<file path="src/rtl/snake_pkg.sv">
// snake_pkg: shared types for the snake game engine.
// Coordinates are held in 10 bits, enough for any grid up to 1024 cells per side.
package snake_pkg;

  typedef enum logic [1:0] {
    DIR_RIGHT,
    DIR_LEFT,
    DIR_UP,
    DIR_DOWN
  } dir_t;

  typedef enum logic [1:0] {
    ST_IDLE,
    ST_RUN,
    ST_DEAD
  } state_t;

  localparam int COORD_W = 10;

  typedef logic [COORD_W-1:0] coord_t;

  typedef struct packed {
    coord_t x;
    coord_t y;
  } cell_t;

  // Direction that would reverse the snake onto its own neck.
  function automatic dir_t opposite(input dir_t d);
    case (d)
      DIR_RIGHT: return DIR_LEFT;
      DIR_LEFT:  return DIR_RIGHT;
      DIR_UP:    return DIR_DOWN;
      default:   return DIR_UP;
    endcase
  endfunction

endpackage

</file>
<file path="src/rtl/snake_tick_gen.sv">
// snake_tick_gen: game-step timebase. Counts 0..TICK_DIV-1 while enabled and
// flags the last count; the counter wraps to 0 on that cycle.
module snake_tick_gen #(
  parameter int TICK_DIV = 10_000_000
) (
  input  logic clk,
  input  logic reset,
  input  logic en,
  input  logic clr,
  output logic tick
);

  localparam int CW = (TICK_DIV > 2) ? $clog2(TICK_DIV) : 1;

  logic [CW-1:0] count_reg;

  assign tick = en && (count_reg == CW'(TICK_DIV - 1));

  // Free-running divider, held at zero whenever the game is not running.
  always_ff @(posedge clk) begin
    if (reset || clr) begin
      count_reg <= '0;
    end else if (en) begin
      count_reg <= tick ? '0 : count_reg + CW'(1);
    end
  end

endmodule

</file>
<file path="src/rtl/snake_core.sv">
// snake_core: snake game engine. Segment shift register, direction control,
// growth, wall/self collision and registered per-pixel head/body lookup.
// Build option: define SNAKE_WRAP_EN to make the playfield edges wrap around
// instead of killing the snake.
module snake_core
  import snake_pkg::*;
#(
  parameter int CELL_PX   = 10,
  parameter int GRID_W    = 64,
  parameter int GRID_H    = 48,
  parameter int MAX_LEN   = 32,
  parameter int START_LEN = 3,
  parameter int START_X   = 20,
  parameter int START_Y   = 20,
  parameter int TICK_DIV  = 10_000_000
) (
  input  logic                         clk,
  input  logic                         reset,
  input  logic                         start,
  input  logic                         btn_up,
  input  logic                         btn_left,
  input  logic                         btn_right,
  input  logic                         btn_down,
  input  logic                         grow,
  input  logic [9:0]                   pixel_x,
  input  logic [9:0]                   pixel_y,
  output logic                         head_px,
  output logic                         body_px,
  output logic [$clog2(GRID_W)-1:0]    head_x,
  output logic [$clog2(GRID_H)-1:0]    head_y,
  output logic [$clog2(MAX_LEN+1)-1:0] length,
  output logic                         alive,
  output logic                         step,
  output logic                         died
);

  localparam int XW = $clog2(GRID_W);
  localparam int YW = $clog2(GRID_H);
  localparam int LW = $clog2(MAX_LEN + 1);
  localparam int PW = 16;

  localparam coord_t X_MAX = coord_t'(GRID_W - 1);
  localparam coord_t Y_MAX = coord_t'(GRID_H - 1);
  localparam logic [LW-1:0] START_LEN_L = LW'(START_LEN);
  localparam logic [LW-1:0] MAX_LEN_L   = LW'(MAX_LEN);
  localparam logic [MAX_LEN-1:0] BODY_MASK = ~MAX_LEN'(1);

  state_t state_reg, state_next;
  dir_t   dir_reg, dir_next, last_dir_reg;
  dir_t   req_dir, ref_dir;
  logic   req_valid;

  logic            grow_pending_reg;
  logic [LW-1:0]   length_reg;
  cell_t           seg_reg [MAX_LEN];
  cell_t           next_head;
  logic            wall_hit, self_hit, growing;
  logic            tick, do_move, do_die, do_init;
  logic            step_reg, died_reg, head_px_reg, body_px_reg;
  logic [MAX_LEN-1:0] hit, live;
  logic            body_any;

  snake_tick_gen #(
    .TICK_DIV(TICK_DIV)
  ) u_tick (
    .clk   (clk),
    .reset (reset),
    .en    (state_reg == ST_RUN),
    .clr   (state_reg != ST_RUN),
    .tick  (tick)
  );

  // Candidate head position one cell ahead, plus edge-of-field detection.
  always_comb begin
    next_head = seg_reg[0];
    wall_hit  = 1'b0;
    case (dir_reg)
      DIR_RIGHT: begin
        if (seg_reg[0].x == X_MAX) begin
`ifdef SNAKE_WRAP_EN
          next_head.x = '0;
`else
          wall_hit = 1'b1;
`endif
        end else begin
          next_head.x = seg_reg[0].x + coord_t'(1);
        end
      end
      DIR_LEFT: begin
        if (seg_reg[0].x == '0) begin
`ifdef SNAKE_WRAP_EN
          next_head.x = X_MAX;
`else
          wall_hit = 1'b1;
`endif
        end else begin
          next_head.x = seg_reg[0].x - coord_t'(1);
        end
      end
      DIR_UP: begin
        if (seg_reg[0].y == '0) begin
`ifdef SNAKE_WRAP_EN
          next_head.y = Y_MAX;
`else
          wall_hit = 1'b1;
`endif
        end else begin
          next_head.y = seg_reg[0].y - coord_t'(1);
        end
      end
      default: begin
        if (seg_reg[0].y == Y_MAX) begin
`ifdef SNAKE_WRAP_EN
          next_head.y = '0;
`else
          wall_hit = 1'b1;
`endif
        end else begin
          next_head.y = seg_reg[0].y + coord_t'(1);
        end
      end
    endcase
  end

  // Self collision: the tail cell is vacated by the move unless the snake grows.
  always_comb begin
    growing  = grow_pending_reg && (length_reg < MAX_LEN_L);
    self_hit = 1'b0;
    for (int i = 1; i < MAX_LEN; i++) begin
      if ((seg_reg[i] == next_head) &&
          (LW'(i) < (growing ? length_reg : length_reg - LW'(1)))) begin
        self_hit = 1'b1;
      end
    end
  end

  // Game state machine: decides whether this cycle moves, dies or re-initialises.
  always_comb begin
    state_next = state_reg;
    do_move    = 1'b0;
    do_die     = 1'b0;
    do_init    = 1'b0;
    case (state_reg)
      ST_IDLE: begin
        if (start) begin
          state_next = ST_RUN;
          do_init    = 1'b1;
        end
      end
      ST_RUN: begin
        if (tick) begin
          if (wall_hit || self_hit) begin
            state_next = ST_DEAD;
            do_die     = 1'b1;
          end else begin
            do_move = 1'b1;
          end
        end
      end
      ST_DEAD: begin
        if (start) begin
          state_next = ST_RUN;
          do_init    = 1'b1;
        end
      end
      default: state_next = ST_IDLE;
    endcase
  end

  // Button arbitration; reversal is judged against the move being executed
  // this cycle so two quick presses cannot turn the snake back on itself.
  always_comb begin
    req_valid = 1'b1;
    req_dir   = DIR_RIGHT;
    if (btn_up)         req_dir = DIR_UP;
    else if (btn_left)  req_dir = DIR_LEFT;
    else if (btn_right) req_dir = DIR_RIGHT;
    else if (btn_down)  req_dir = DIR_DOWN;
    else                req_valid = 1'b0;
    ref_dir  = do_move ? dir_reg : last_dir_reg;
    dir_next = dir_reg;
    if ((state_reg == ST_RUN) && req_valid && (req_dir != opposite(ref_dir))) begin
      dir_next = req_dir;
    end
  end

  // State register.
  always_ff @(posedge clk) begin
    if (reset) state_reg <= ST_IDLE;
    else       state_reg <= state_next;
  end

  // Direction, growth bookkeeping, length and event strobes.
  always_ff @(posedge clk) begin
    if (reset) begin
      dir_reg          <= DIR_RIGHT;
      last_dir_reg     <= DIR_RIGHT;
      grow_pending_reg <= 1'b0;
      length_reg       <= START_LEN_L;
      step_reg         <= 1'b0;
      died_reg         <= 1'b0;
    end else begin
      step_reg <= do_move;
      died_reg <= do_die;
      if (do_init) begin
        dir_reg          <= DIR_RIGHT;
        last_dir_reg     <= DIR_RIGHT;
        grow_pending_reg <= 1'b0;
        length_reg       <= START_LEN_L;
      end else begin
        dir_reg <= dir_next;
        if (do_move) begin
          last_dir_reg <= dir_reg;
          if (growing) length_reg <= length_reg + LW'(1);
        end
        // A grow arriving on a step cycle is kept for the following step.
        if ((state_reg == ST_RUN) && grow) grow_pending_reg <= 1'b1;
        else if (do_move)                  grow_pending_reg <= 1'b0;
      end
    end
  end

  // Segment shift register; on growth the old tail is copied one slot further.
  always_ff @(posedge clk) begin
    if (reset || do_init) begin
      for (int k = 0; k < MAX_LEN; k++) begin
        seg_reg[k] <= '{x: coord_t'(START_X - k), y: coord_t'(START_Y)};
      end
    end else if (do_move) begin
      seg_reg[0] <= next_head;
      for (int k = 1; k < MAX_LEN; k++) begin
        seg_reg[k] <= seg_reg[k-1];
      end
    end
  end

  // Per-segment pixel hit test against the full inclusive cell rectangle.
  for (genvar gi = 0; gi < MAX_LEN; gi++) begin : g_pix
    logic [PW-1:0] x_lo, y_lo;
    assign x_lo    = PW'(seg_reg[gi].x) * PW'(CELL_PX);
    assign y_lo    = PW'(seg_reg[gi].y) * PW'(CELL_PX);
    assign hit[gi] = (PW'(pixel_x) >= x_lo) && (PW'(pixel_x) <= x_lo + PW'(CELL_PX - 1)) &&
                     (PW'(pixel_y) >= y_lo) && (PW'(pixel_y) <= y_lo + PW'(CELL_PX - 1));
    assign live[gi] = (LW'(gi) < length_reg);
  end

  assign body_any = |(hit & live & BODY_MASK);

  // Renderer lookup results, one cycle behind the raster position.
  always_ff @(posedge clk) begin
    if (reset) begin
      head_px_reg <= 1'b0;
      body_px_reg <= 1'b0;
    end else begin
      head_px_reg <= hit[0];
      body_px_reg <= body_any;
    end
  end

  assign head_px = head_px_reg;
  assign body_px = body_px_reg;
  assign head_x  = seg_reg[0].x[XW-1:0];
  assign head_y  = seg_reg[0].y[YW-1:0];
  assign length  = length_reg;
  assign alive   = (state_reg == ST_RUN);
  assign step    = step_reg;
  assign died    = died_reg;

endmodule

</file>
<file path="config.mk">
export PLATFORM = sky130hd
export DESIGN_NAME = snake_core
export DESIGN_NICKNAME = d
export VERILOG_FILES = /design/src/rtl/snake_pkg.sv /design/src/rtl/snake_tick_gen.sv /design/src/rtl/snake_core.sv
export SDC_FILE = /design/constraint.sdc
export NUM_CORES = 2
export LEC_CHECK = 0
export BUFFER_PORTS_ARGS = -buffer_cell sky130_fd_sc_hd__buf_2
export CAP_MARGIN = 15
export CORE_MARGIN = 2
export CORE_UTILIZATION = 35
export DETAILED_ROUTE_END_ITERATION = 16
export PLACE_DENSITY = 0.57
export RECOVER_POWER = 25
export SYNTH_ARGS = -nofsm -noshare
export SYNTH_HDL_FRONTEND = slang
export SYNTH_HIERARCHICAL = 1
export SYNTH_SLANG_ARGS = --single-unit
</file>
<file path="constraint.sdc">
create_clock -name clk -period 63.5 [get_ports clk]
set_clock_uncertainty 0.2 [all_clocks]
set_input_delay 12.7 -clock clk [delete_from_list [all_inputs] [get_ports clk]]
set_output_delay 12.7 -clock clk [all_outputs]
set_load 0.05 [all_outputs]
</file>
After elaboration in Yosys (flattened, before gate mapping)
Memory sizes are Yosys's and may differ from the RTL's.
Cells that the tools add are included.
{ "op_classes": {"addsub": 71, "multipliers": 64, "order_cmp": 192, "eq_ne": 45, "mux": 103, "n_bitwise": 35, "n_reduce_logical": 148} }
{ "op_table": {"columns": ["cell", "count"], "rows": [
  ["adder 14 x 4 -> 15 bit, second input constant", 64],
  ["<= comparator 10 x 15 -> 1 bit", 64],
  [">= comparator 10 x 14 -> 1 bit", 64],
  ["multiplier 10 x 3 -> 13 bit, second input constant", 64],
  ["two-way mux 20 bit", 32],
  ["equality test 20 bit", 31],
  ["< comparator 5 x 6 -> 1 bit, first input constant", 32],
  ["logical AND 1 bit", 132],
  ["< comparator 4 x 6 -> 1 bit, first input constant", 16],
  ["two-way mux 1 bit", 52],
  ["< comparator 3 x 6 -> 1 bit, first input constant", 8],
  ["two-way mux 10 bit", 4],
  ["case mux 10 bit (2 select lines)", 2],
  ["bitwise AND 32 bit", 1],
  ["bitwise OR 1 bit", 32],
  ["OR reduction 31 bit", 1],
  ["adder 24 x 1 -> 24 bit, second input constant", 1],
  ["equality test 24 bit, second input constant", 1],
  ["< comparator 2 x 6 -> 1 bit, first input constant", 4],
  ["two-way mux 24 bit", 1],
  ["adder 10 x 1 -> 10 bit, second input constant", 2],
  ["equality test 10 x 6 -> 1 bit, second input constant", 2],
  ["zero test 10 bit", 2],
  ["subtractor 10 x 1 -> 10 bit, second input constant", 2],
  ["other kinds (22)", 44]
]} }
{ "word_totals": {"reg_bits": 41, "ramBits": 640, "output_inout_bits": 23, "wordCells": 669, "n_memories": 1} }
{ "memory_table": {"columns": ["name", "words", "word_bits", "rd", "rd_ports_with_merged_regs", "wr", "line_no", "rtl"], "rows": [
  ["seg_reg", 32, 20, 32, 0, 32, "snake_core.sv:55", "cell_t seg_reg [MAX_LEN];"]
]} }

Logic depth before layout (Yosys ltp)
An unclocked memory read counts as a cell.
{ "logic_depth": {"depth_word": 46, "mapped_depth": 21} }

Modules after synthesis
Netlist, hierarchy kept.
{ "modules_own_cells": {"columns": ["mod", "instances", "cells_per_inst", "area_per_inst_um2", "seq_area_each_um2"], "rows": [
  ["snake_core", 1, 9968, 92058.3, 19558.8],
  ["snake_tick_gen", 1, 143, 1238.7, 480.5]
]} }

Worst setup path before layout
No wires, ideal clock.
{ "synth_timing": {"kind": "reg-to-reg", "from": "memory seg_reg[0][10] (netlist name)", "to": "memory seg_reg[0][0] (netlist name), enable pin", "setup_ns": 2.534, "arrival_time_ns": 48.315, "t_required_ns": 60.766, "slack_ns": 12.452, "path_stages_with_launch": 19, "path_buffers": 6, "synth_period_minus_slack_ns": 51.048, "path_cell_list": "edfxtp_1 buf_2 inv_1 ha_1 clkbuf_1 or3b_1 a211oi_1 o22ai_1 nand2_1 buf_2 buf_4 xor2_1 nand3_1 o32ai_1 a2111oi_2 nand4_2 buf_2 clkbuf_1 o21ai_0"} }
{ "synth_rtl": {"columns": ["item", "line_no"], "rows": [
  ["from (decl)", "snake_core.sv:55"]
]} }

==> summary.txt <==
setup violators final: 0
number of flops mapped to enable cells by yosys: 640
Hold Buf Count CTS: 0
Inserted Clock Buffers: 96
Placed Cells: 13,600
Tmin final: 25,950 ps
largest area contributor in the netlist: ha_1
placer congestion estimate: 0.952
Hold WC Path Type: flip-flop to flip-flop
initial antenna violation count: 19
total number of vias: 79,300
crit path launch type: primary input
die area: 0.271 mm2
CTS tree: built
Worst slew margin: -515%
fmax: 0.0385 GHz
first-pass GRT wire length: 525,000 um
post-synth top area share: 29.3%
Layout Cells excl Fill: 13,800
period utilization: 40.9%
die height: 520 um
P_leak: 46.0 nW
Worst EP arrival: 26,150 ps
RSZ-0062 raised after global routing: false
violated checks: capacitance limit, slew limit
HPWL after DPL: 268,000 um
number of max-cap violations: 7
DRC: 0
most frequent cells in the layout: 2,185 x ha_1, 984 x inv_1, 719 x xnor2_1, 703 x a21oi_1, 640 x edfxtp_1
commonest non-fill, non-tap cell in the layout: ha_1
IO Pins: 51
CTS-repair resized insts: 0
Finished Core Util: 38.3%
All-Layer GR Usage: 26.1%
maximum clock insertion buffer count: 3
Crit. Startpoint: reset
clock slew at reported path FFs: 60 ps
CTS sink cnt: 681
max reg flops: 640
yosys warns: 6
CP Data Required Time: 63,690 ps
reg-to-reg startpoint: seg_reg[0][0]$_SDFFCE_PN0P_
vias in the first global route: 78,500
Synth Area per Inst: 9.23 um2
nets: 12,500
drt pass-1 iters: 5
CTS root buffer: clkbuf_16
Syn-to-layout area delta: 8.78%
worst vdd ir: 0.0208 mV
Mapped Area: 0.0933 mm2
crit path max fanout: 158
worst hold start: u_tick/count_reg[23]$_SDFFE_PP0P_
CTS H-tree lvls: 3
Cell Pwr Density: 20.0 mW/mm2
port bufs: 50
Max Slew Vio Count: 564
largest net degree at the start of global routing: 163
top area cells in the synthesized netlist: ha_1 29%, edfxtp_1 21%, xnor2_1 6.8%, xor2_1 4.7%, inv_1 4.0%
sequential fraction of the synthesis area: 21.5%
TNS Setup: 0 ps
Initial Utilization: 35.2%
status: finished with violations
Post-Route WL: 362,000 um
die width: 520 um
Post-CTS Setup Inserts: 0
Yosys reg bits: 681
Clk Latency, worst-skew pair: 780 ps
Final ANT Viol Nets: 0
fillcell total: 26,400
crit path kind: primary input to flip-flop
Setup crit end kind: flip-flop
Syn Inst Count: 10,100
async set or reset register ratio after synthesis: 0%
distinct cell type count after synthesis: 119
GRT Residual Overflow: 0
Top FF cell, synth: edfxtp_1
vias per cell: 5.75
core area: 0.265 mm2
per-cell routed wire length: 26.2 um
row count: 189
Mapped Nets: 12,400
Slew @ Worst Pin: 9220 ps
Hold Violations, Final: 0
1st-iter DRT viols: 6,824
layout cell share with drive strength beyond 1: 4.45%
cells by family (layout without fill, tap and decap cells):
family	after synthesis	count (layout)	synth area share, %
flops	681	681	21.5
compound gates	2101	2101	14.4
other cells	0	4	0
mux	56	56	0.636
buf+inv	1230	1371	5.24
fa+ha+maj	2249	2249	30.7
simple gates	2542	2542	15.3
xor+xnor	1252	1252	12.2
cell type report:
class	instances	area [um2]	area share [%]
antenna	4	10.0	0.00986
sequential	681	20000	19.7
tap	3533	4420	4.36
clock inverter	56	689	0.679
clock buffer	117	2520	2.49
timing repair buffer	212	1550	1.53
inverter	986	3700	3.65
multi-input combinational	8200	68600	67.5
synth_stat cells, types with 56 or more instances:
master	count
clkbuf_1	134
nor4_1	213
nand2_1	369
o21a_1	56
nor3_1	176
fa_1	64
nor2_1	271
nor2b_1	174
nor3b_1	67
nand3_1	179
o21bai_1	184
nand2b_1	182
inv_1	986
nand4_1	229
a21oi_1	704
edfxtp_1	640
xor2_1	501
ha_1	2185
a21o_1	384
xnor2_1	720
and2_1	323
or3_1	190
o21ai_0	409
path summary, 6_finish.rpt:
| path | to | slack (ps) | depth (start not counted) |
|---|---|---|---|
| setup / recovery | seg_reg[0][42]$_SDFFCE_PN1P_ | 37550 | 6 |
| hold / removal | u_tick/count_reg[23]$_SDFFE_PP0P_ | 290 | 2 |
| setup reg to reg | seg_reg[0][42]$_SDFFCE_PN1P_ | 46360 | 21 |
| hold reg to reg | u_tick/count_reg[23]$_SDFFE_PP0P_ | 290 | 2 |
metal layers:
layer	wire, um	part of all wire (%)	global-route usage, %
met5	40	0.011	0
met4	23300	6.4	14.1
met3	26700	7.4	4.05
met2	160000	44	41.8
met1	152000	42	33.5
stage by stage:
step                      cell area, um2  worst slack, ps  power (mW)  hold slack [ps]
after detailed placement           98300            45270        1.44              283
after global placement             98300            45430        1.42              260
final                             101000            37550        2.03              286
after CTS                         102000            46060        2.02              294
after global routing              101000            36960        2.16              308
after floorplan                    93300            12450        1.23              247
power by group:
part           switching [mW]  leakage (nW)  internal (mW)  total, mW
logic                   0.527          37.8          0.367      0.893
clock network           0.239          1.56          0.339      0.579
registers              0.0411          6.61          0.517      0.558
critical path, stage by stage:
cell      delay [ps]
clkbuf_1        2700
nor2_1          1160
o21ai_0          580
clkbuf_1        6280
buf_4           1380
buf_4            830
No activity file was read; power rests on OpenSTA's default activity.
